**src/rtl/mem_arbiter.sv**
```systemverilog
// Round-robin arbiter sharing one fixed-latency single-port memory between
// instruction fetch and data load/store; one-cycle completion pulses per requester.
module mem_arbiter #(
  parameter int ADDR_W  = 16,
  parameter int DATA_W  = 16,
  parameter int MEM_LAT = 4
) (
  input  logic              clk,
  input  logic              rst,
  input  logic              halt,
  input  logic              if_req,
  input  logic [ADDR_W-1:0] if_addr,
  output logic [DATA_W-1:0] if_rdata,
  output logic              if_valid,
  output logic              if_stall,
  input  logic              d_req,
  input  logic              d_wr,
  input  logic [ADDR_W-1:0] d_addr,
  input  logic [DATA_W-1:0] d_wdata,
  output logic [DATA_W-1:0] d_rdata,
  output logic              d_valid,
  output logic              d_stall,
  output logic              mem_en,
  output logic              mem_wr,
  output logic [ADDR_W-1:0] mem_addr,
  output logic [DATA_W-1:0] mem_wdata,
  input  logic [DATA_W-1:0] mem_rdata,
  output logic              idle
);

  typedef enum logic [1:0] {IDLE, BUSY, RESP} state_t;

  state_t     state, state_nxt;
  logic [3:0] cnt;
  logic       last_d;   // last grant went to data
  logic       owner_d;  // current access belongs to data
  logic       f_elig, grant_d, grant_f, last_beat;

  assign f_elig    = if_req & ~halt;
  assign last_beat = (cnt == 4'(MEM_LAT - 1));
  assign idle      = (state == IDLE);
  assign if_stall  = if_req & ~if_valid;
  assign d_stall   = d_req & ~d_valid;

  always_ff @(posedge clk or posedge rst)
    if (rst) state <= IDLE;
    else     state <= state_nxt;

  always_comb begin
    state_nxt = state;
    grant_d   = 1'b0;
    grant_f   = 1'b0;
    case (state)
      IDLE: begin
        // on a tie the requester that did not win last time goes first
        grant_d = d_req & (~f_elig | ~last_d);
        grant_f = f_elig & ~grant_d;
        if (grant_d | grant_f) state_nxt = BUSY;
      end
      BUSY:    if (last_beat) state_nxt = RESP;
      RESP:    state_nxt = IDLE;
      default: state_nxt = IDLE;
    endcase
  end

  always_ff @(posedge clk or posedge rst)
    if (rst) begin
      cnt       <= '0;
      last_d    <= 1'b0;
      owner_d   <= 1'b0;
      mem_en    <= 1'b0;
      mem_wr    <= 1'b0;
      mem_addr  <= '0;
      mem_wdata <= '0;
      if_valid  <= 1'b0;
      d_valid   <= 1'b0;
      if_rdata  <= '0;
      d_rdata   <= '0;
    end else begin
      if_valid <= 1'b0;
      d_valid  <= 1'b0;
      case (state)
        IDLE: if (grant_d | grant_f) begin
          mem_en    <= 1'b1;
          mem_wr    <= grant_d & d_wr;
          mem_addr  <= grant_d ? d_addr : if_addr;
          mem_wdata <= grant_d ? d_wdata : '0;
          owner_d   <= grant_d;
          last_d    <= grant_d;
          cnt       <= '0;
        end
        BUSY: begin
          cnt <= cnt + 4'd1;
          if (last_beat) begin
            mem_en <= 1'b0;
            mem_wr <= 1'b0;
            if (owner_d) begin
              d_valid <= 1'b1;
              d_rdata <= mem_wr ? '0 : mem_rdata;
            end else begin
              if_valid <= 1'b1;
              if_rdata <= mem_rdata;
            end
          end
        end
        default: ;
      endcase
    end

endmodule

```
**config.mk**
```make
export PLATFORM = sky130hd
export DESIGN_NAME = mem_arbiter
export DESIGN_NICKNAME = d
export VERILOG_FILES = /design/src/rtl/mem_arbiter.sv
export SDC_FILE = /design/constraint.sdc
export NUM_CORES = 1
export LEC_CHECK = 0
export BUFFER_PORTS_ARGS = -buffer_cell sky130_fd_sc_hd__buf_2
export CORE_MARGIN = 4
export CORE_UTILIZATION = 37
export DETAILED_ROUTE_END_ITERATION = 10
export GPL_TIMING_DRIVEN = 0
export PLACE_DENSITY = 0.77
export SLEW_MARGIN = 10
export SYNTH_ARGS = -nofsm -noshare
export SYNTH_HDL_FRONTEND = slang
export SYNTH_SLANG_ARGS = --single-unit
```
**constraint.sdc**
```tcl
create_clock -name clk -period 2.5 [get_ports clk]
set_input_delay 0.375 -clock clk [delete_from_list [all_inputs] [get_ports clk]]
set_output_delay 0.375 -clock clk [all_outputs]
set_load 0.02 [all_outputs]
```
[Word level (Yosys, flattened, before mapping)]
Index checks and enable logic that the tools add are counted.
Cells by class
  multiplexer cells: 21
  add/sub/neg operators: 1
  bitwise operators: 15
  equal/unequal tests: 5
  reduce and logical (&&, ||, !) cells: 8
Operator list (number)
  $mux 16: 3
  $mux 1: 11
  $reduce_and 3->1: 3
  $pmux 4 s2: 1
  $and 1x1->1: 6
  $not 1->1: 6
  $reduce_and 2->1: 3
  $add 4x1->4 const B: 1
  $eq 4x2->1 const B: 1
  $mux 2: 2
  $mux 4: 1
  $ne 2x1->1 const B: 2
  $pmux 1 s2: 2
  $pmux 2 s2: 1
  $or 1x1->1: 3
  $eq 2x1->1 const B: 1
  $logic_not 2->1: 1
  $ne 2x2->1 const B: 1
  $reduce_bool 2->1: 1
Storage, ports and cells
  register bits after elaboration: 75
  output and inout bits: 71
  logic and storage cells: 61
  bits of input ports: 70

[Longest topological paths before layout]
Gate-level depths: netlist of run 1.
  depth after elaboration: 11
  gate-level depth with buffers: 6
  depth with buffers taken out: 5

[Worst setup path after synthesis of run 1]
Ideal clock, no wire load.
  path kind: register to register
  start point: register cnt[0]
  end point: register if_rdata[0]
  period minus slack after synthesis: 1.717 ns
  setup slack: 0.783 ns
  library setup time: 0.127 ns
  stages on the path, launching flop included: 6
  data arrival time: 1.590 ns
  required time: 2.373 ns
  buffers on the path: 1
  cells stage by stage: dfrtp_1 > ha_1 > nand2b_4 > nor4_4 > buf_6 > mux2_1
Between the ends
  cells in the longest elaborated chain, start to end: 2
Ends and longest elaborated chain
  from (decl): RTL line 34  | logic [3:0] cnt;
  from (signal assigned): RTL line 93  | cnt <= cnt + 4'd1;
  $eq 4x2->1: RTL line 40  | assign last_beat = (cnt == 4'(MEM_LAT - 1));
  $reduce_and 3->1 (no line)
  to (signal assigned): RTL line 102  | if_rdata <= mem_rdata;
  to (decl): RTL line 13  | output logic [DATA_W-1:0] if_rdata,
Every way passes these cells.
A chain may end at the register's enable or synchronous reset.

[Worst setup path in the final report of run 1]
  start point: register cnt[0]
  end point: register if_rdata[4]
Same word-level chain as after synthesis.

==> metrics.txt, run 1 <==
Psw 2340 µW; area post-placement 0.003939 mm²; Worst EP arrival 2.18 ns; R2R Setup Slk 0.55 ns; Crit Path Class reg -> reg; CTS tree done; Place WS 0.4811 ns; vias in the first global route 2536; GRT overflow 0; average wire per standard cell 14.85 µm; Gate Count Post-Synth 255; core area 0.008175 mm²; I/O Pins 141; worst reg2reg startpoint cnt[0]$_DFFE_PP0P_; dpl cells 501; ANT cells 0; Clock power frac 0.181; clk sink count 75; die area 0.009860 mm²; total negative slack 0 ns; Global Route Usage Sum 0.1578; Cell Count, Final, Fillers Out 517; sequential share of the synthesized area 0.6085; Internal 3341 µW; Max Root-Sink Buffers 2; Finished Cell Area 0.004161 mm²; H-tree levels 3; row count 33; Slew HR 0.5814; Worst R2R End if_rdata[4]$_DFFE_PP0P_; Sw Ratio 0.4119; status finished clean; Tcrit/Tclk final 0.7804; PwrDens 1365 mW/mm²; Reg clk slew, reported paths 0.08 ns; initial antenna violation count 1; Num CTS Buffers 9; DRC Markers 0; final setup fails 0; Final Skew 0.009204 ns; synth warn 0; Post CTS Setup Buffer Count 0; crit path time final 1.951 ns; worst slew pin tran 0.6233 ns; first-pass GRT wire length 12.34 mm; maxcap violations 0; final wirelength 7.677 mm; Hold Path Class in -> async; most frequent cells in the layout 146 x buf_2, 75 x dfrtp_1, 33 x a21oi_1; R2R cell count 5; Max Freq 512.5 MHz; most common cell after layout, fill and taps aside buf_2; #FFs+latches synth 75; peak supply drop 0.0005206 V; HPWL after DPL 5.786 mm; Final Hold Fails 0; via/cell ratio 4.839; vias 2502; unrepaired setup endpoints after global routing no; Post-Syn Area 0.003084 mm²; Finished Core Util 0.5090; Unique masters post-synth 27; Syn Area/Cell 12.09 µm²; Seq pwr share 0.373; antenna viol nets, final 0; layout cells sized above 1 0.4709; Starting Density 0.3773; P_leak 0.002102 µW; Worst EP required 2.73 ns; Nets 478; DRT iter0 DRCs 53; Pre-antenna DRT Iters 5; Comb power frac 0.446; PnR worst setup slack 0.5489 ns; syn nets 326; Startpoint Class register; post-CTS sizing 0; CTS root buf clkbuf_8; Port Buffers 140; GP Congestion 0.8046; cts hold-fix bufs 0; Die Wd 99.30 µm; worst skew pair latency 0.34 ns; fin. max-slew vios 0; Layout area overhead 34.93%; Chip Height 99.30 µm; largest net degree at the start of global routing 44; CP max FO 10; nature of the critical path endpoint register
## how the worst max path moves through the flow
stage,from,end,slack [ns],cells past startpoint
after detailed placement,cnt[0]$_DFFE_PP0P_,if_rdata[4]$_DFFE_PP0P_,0.48,5
after floorplan,rst,cnt[0]$_DFFE_PP0P_,0.22,1
after global placement,rst,d_rdata[14]$_DFFE_PP0P_,-0.65,2
after CTS,cnt[0]$_DFFE_PP0P_,if_rdata[4]$_DFFE_PP0P_,0.48,5
after global routing,cnt[0]$_DFFE_PP0P_,if_rdata[4]$_DFFE_PP0P_,0.37,5
final,cnt[0]$_DFFE_PP0P_,if_rdata[4]$_DFFE_PP0P_,0.55,5
## cell families after synthesis
family,count (synthesis),synth area share
compound gates,58,0.1181
fa+ha+maj,1,0.004056
buf+inv,17,0.02678
flops,75,0.6085
mux,32,0.1168
simple gates,72,0.1258
## state kept, by name (all words and copies together) (netlist names)
register	cells
mem_wr	1
mem_en	1
d_rdata	16
if_rdata	16
mem_addr	16
d_valid	1
state	2
last_d	1
cnt	4
mem_wdata	16
if_valid	1
## critical path, cell delays in order (launching register included)
cell	delay [ns]
dfrtp_1	0.39
ha_1	0.23
nand2b_4	0.09
nor4_4	0.55
buf_6	0.24
mux2_1	0.34
## cell usage after synthesis
cell / n / area [µm²]
o21ai_0: 5 / 25.02
clkbuf_1: 5 / 18.77
nor3_4: 1 / 16.27
nand2_2: 1 / 6.260
dfrtp_1: 75 / 1877
nand2_1: 23 / 86.33
nand3_1: 3 / 15.01
o21ai_2: 1 / 8.760
inv_1: 4 / 15.01
nor2b_1: 20 / 125.1
nor2_1: 17 / 63.81
buf_4: 1 / 7.510
nand4_1: 1 / 6.260
and3_1: 1 / 6.260
ha_1: 1 / 12.51
a22o_1: 17 / 148.9
nand3b_1: 1 / 7.510
nor2_2: 1 / 6.260
buf_2: 6 / 30.03
nor4_4: 1 / 21.27
o31a_1: 1 / 8.760
mux2_2: 21 / 236.5
nand2b_4: 2 / 27.53
buf_6: 1 / 11.26
mux2_1: 11 / 123.9
a21oi_1: 33 / 165.2
o21a_1: 1 / 7.510
## routing by layer
metal,GRT usage,up-vias,share of wire
met5,0,-,0.0017
met4,0.05147,2,0.0092
met3,0.05750,10,0.11
met2,0.2541,104,0.47
met1,0.1981,1193,0.42
li1,-,1193,-
## per-stage QoR
stage	power [µW]	hold WS, ns
floorplan	3786	0.4579
global placement	4608	0.4644
detailed placement	4701	0.4177
CTS	5770	0.02473
global route	6070	0.05374
finish	5681	0.03449
## area by class of cell
cell class / instances / area (µm²)
fillers: 749 / 4014
flip-flops and latches: 75 / 1877
multi-input cells: 163 / 1125
repair buffers: 141 / 720.7
well taps: 105 / 131.4
clock buffers: 9 / 123.9
clock inverters: 7 / 98.84
plain buffers: 13 / 67.56
inverters: 4 / 17.52
## power by group through the flow
stage | clock (µW) | sequential [µW] | combinational [µW]
2_1_floorplan | 0 | 2760 | 1030
3_3_place_gp | 0 | 2110 | 2500
3_5_place_dp | 0 | 2140 | 2560
4_1_cts | 1070 | 2120 | 2570
5_1_grt | 1130 | 2190 | 2760
6_report | 1030 | 2120 | 2530
Power figures use the tool's default switching activity.
==> inputs of run 2 (changes only) <==
--- a/config.mk
+++ b/config.mk
@@ -5,12 +5,13 @@
 export SDC_FILE = /design/constraint.sdc
 export NUM_CORES = 1
 export LEC_CHECK = 0
+export ABC_AREA = 1
 export BUFFER_PORTS_ARGS = -buffer_cell sky130_fd_sc_hd__buf_2
 export CORE_MARGIN = 4
 export CORE_UTILIZATION = 37
 export DETAILED_ROUTE_END_ITERATION = 10
 export GPL_TIMING_DRIVEN = 0
-export PLACE_DENSITY = 0.77
+export PLACE_DENSITY = 0.76
 export SLEW_MARGIN = 10
 export SYNTH_ARGS = -nofsm -noshare
 export SYNTH_HDL_FRONTEND = slang
==> constraint.sdc (replaced) <==
create_clock -name clk -period 2 [get_ports clk]
set_input_delay 0.3 -clock clk [delete_from_list [all_inputs] [get_ports clk]]
set_output_delay 0.3 -clock clk [all_outputs]
set_load 0.02 [all_outputs]
==> run 2 against run 1 <==
Power grew 25%. Largest cell class unchanged. Maximum frequency rose by 26%. Worst setup slack got worse by 0.096 ns. First-iteration DRC count rose by 51%. Register-to-register slack worse by 0.096 ns. Utilization increased by 0.97 points. Worst hold slack better by 0.10 ns. Area after synthesis rose by 4.8%. Sequential share of layout area shrank 1.7 points.
==> metrics.txt, run 2 <==
sequential share of the synthesized area 0.5805; Post-Syn Area 0.003233 mm²; initial antenna violation count 0; Nets 623; crit-path max cell delay 0.42 ns; worst skew pair latency 0.35 ns; hold path startpoint d_wdata[5]; Final Skew 0.01209 ns; Chip Height 101.5 µm; endpoint with the worst hold slack mem_wdata[5]$_DFFE_PP0P_; #FFs+latches synth 75; Starting Density 0.3876; Max Freq 646.2 MHz; Internal 3903 µW; nature of the critical path endpoint register; via/cell ratio 4.539; Reg clk slew, reported paths 0.09 ns; H-tree levels 3; CP Cell Sequence ha_1, nand2_1, nor2_4, nand2_2, clkinv_2, buf_6, nand2_1, nand2_1; row count 33; clk sink count 75; Crit Path Class reg -> reg; HPWL after DPL 6.506 mm; Syn Area/Cell 8.123 µm²; most frequent cells in the layout 193 x nand2_1, 150 x buf_2, 75 x dfrtp_1; dpl cells 645; Pre-antenna DRT Iters 4; Psw 3170 µW; Cell Count, Final, Fillers Out 662; DRC Markers 0; Tcrit/Tclk final 0.7737; largest net degree at the start of global routing 36; CP max-delay cell dfrtp_1; Worst EP required 2.24 ns; area fraction of the dominant cell type after synthesis 0.5805; peak supply drop 0.0008946 V; antenna viol nets, final 0; Die Wd 101.5 µm; layout cells sized above 1 0.3250; Hold Path Class in -> reg; PwrDens 1635 mW/mm²; Post CTS Setup Buffer Count 0; status finished clean; core area 0.008341 mm²; final setup fails 0; fin. max-slew vios 0; GP Congestion 0.7950; unrepaired setup endpoints after global routing no; Port Buffers 140; Clock power frac 0.168; Unique masters post-synth 21; Post-synth EDFFs 0; Yosys top cell by area dfrtp_1; worst hold stages 3; synth warn 0; Gate Count Post-Synth 398; Max Root-Sink Buffers 2; I/O Pins 141; first-pass GRT wire length 14.04 mm; DRT iter0 DRCs 80; average wire per standard cell 13.13 µm; Global Route Usage Sum 0.1737; Post-synth top cells 193 x nand2_1, 75 x dfrtp_1, 41 x inv_1; Layout area overhead 33.82%; Worst R2R End if_rdata[5]$_DFFE_PP0P_; worst reg2reg startpoint cnt[0]$_DFFE_PP0P_; Num CTS Buffers 9; Final Hold Fails 0; total negative slack 0 ns; Sw Ratio 0.4482; R2R Setup Slk 0.45 ns; crit path time final 1.547 ns; Comb power frac 0.459; ys flop type dfrtp_1; Worst EP arrival 1.79 ns; vias 3005; maxcap violations 0; R2R cell count 8; vias in the first global route 2975; most common cell in the synthesized netlist nand2_1; CP max FO 10; GRT overflow 0; final wirelength 8.694 mm; worst slew pin tran 0.5218 ns; top post-synthesis cells by area dfrtp_1 58%, nand2_1 22%, nand3_1 5.6%; async set-reset flop share out of synthesis 1.000; P_leak 0.002602 µW; most common cell after layout, fill and taps aside nand2_1; Crit path top cell by count nand2_1; Slew HR 0.6521; ANT cells 0; CTS tree done; die area 0.01030 mm²; syn nets 469; Seq pwr share 0.373; CTS root buf clkbuf_8; Startpoint Class register
run 2: cell types whose count changed after synthesis, moves of 13 or more:
| cell | before | now |
|---|---|---|
| inv_1 | 4 | 41 |
| a21oi_1 | 33 | 1 |
| o21ai_1 | 0 | 16 |
| a22o_1 | 17 | 0 |
| mux2_2 | 21 | 0 |
| nand3_1 | 3 | 36 |
| nor2b_1 | 20 | 0 |
| nor2_1 | 17 | 4 |
| nand2_1 | 23 | 193 |
run 2: worst max-delay path by stage:
stage | start | endpoint | slack [ns] | cells after the start
after floorplan | state[1]$_DFFE_PP0P_ | mem_addr[0]$_DFFE_PP0P_ | 0.64 | 6
after global placement | rst | mem_wdata[8]$_DFFE_PP0P_ | 0.33 | 2
after detailed placement | cnt[0]$_DFFE_PP0P_ | if_rdata[5]$_DFFE_PP0P_ | 0.44 | 8
after CTS | cnt[0]$_DFFE_PP0P_ | if_rdata[5]$_DFFE_PP0P_ | 0.42 | 8
after global routing | cnt[0]$_DFFE_PP0P_ | if_rdata[15]$_DFFE_PP0P_ | 0.33 | 8
final | cnt[0]$_DFFE_PP0P_ | if_rdata[5]$_DFFE_PP0P_ | 0.45 | 8
run 2: kinds of logic (layout without fill, tap and decap cells):
family | Yosys count | in the layout | synth area share
AOI/OAI and AO/OA | 20 | 20 | 0.03096
xor gates and xnor gates | 2 | 2 | 0.005419
adders and majority gates | 1 | 1 | 0.003869
buffers and inverters | 60 | 219 | 0.07740
DFF | 75 | 75 | 0.5805
and+or+nand+nor | 240 | 240 | 0.3019
run 2: cell type report:
cell class                 count  area, µm²
sequential                    75       1877
timing repair buffer         143      758.2
clock inverter                 6      72.57
tap                          105      131.4
buffer                        15      80.08
multi-input combinational    263       1106
clock buffer                  10      127.6
inverter                      45      173.9
fill                         809       4014
run 2: power by group through the flow:
| stage | clock network (µW) | logic, µW | registers [µW] |
|---|---|---|---|
| floorplan | 0 | 1310 | 3440 |
| global placement | 0 | 3210 | 2630 |
| detailed placement | 0 | 3300 | 2650 |
| CTS | 1230 | 3300 | 2640 |
| global route | 1290 | 3610 | 2740 |
| finish | 1190 | 3240 | 2640 |
run 2: what timing repair did:
action,CTS,global route
resized for setup,0,0
endpoints found under the hold margin,18,0
setup endpoints to repair,0,0
hold buffers,1,0
run 2: worst max-delay path: cells and delay by family, from the launching register on:
| family | cells | cell delay [ns] |
|---|---|---|
| buffers and inverters | 2 | 0.34 |
| adders and majority gates | 1 | 0.23 |
| DFF | 1 | 0.42 |
| and+or+nand+nor | 5 | 0.46 |
run 2: stage by stage:
stage,cell area [µm²],total power (µW),setup WS (ns),hold slack (ns),utilization
global route,4327,7641,0.3260,0.1326,0.5188
floorplan,3237,4751,0.6419,0.4096,-
finish,4327,7074,0.4526,0.1394,0.5188
CTS,4327,7172,0.4241,0.1238,0.5188
detailed placement,4116,5945,0.4371,0.3669,0.4935
global placement,4069,5835,0.3257,0.4533,0.4878
run 2: routing by layer:
layer	part of all wire	vias to the layer above	global-route usage
li1	-	1520	-
met1	0.43	1363	0.2132
met2	0.47	112	0.2912
met3	0.093	10	0.05441
met4	0.0092	0	0.05726
met5	0	-	0
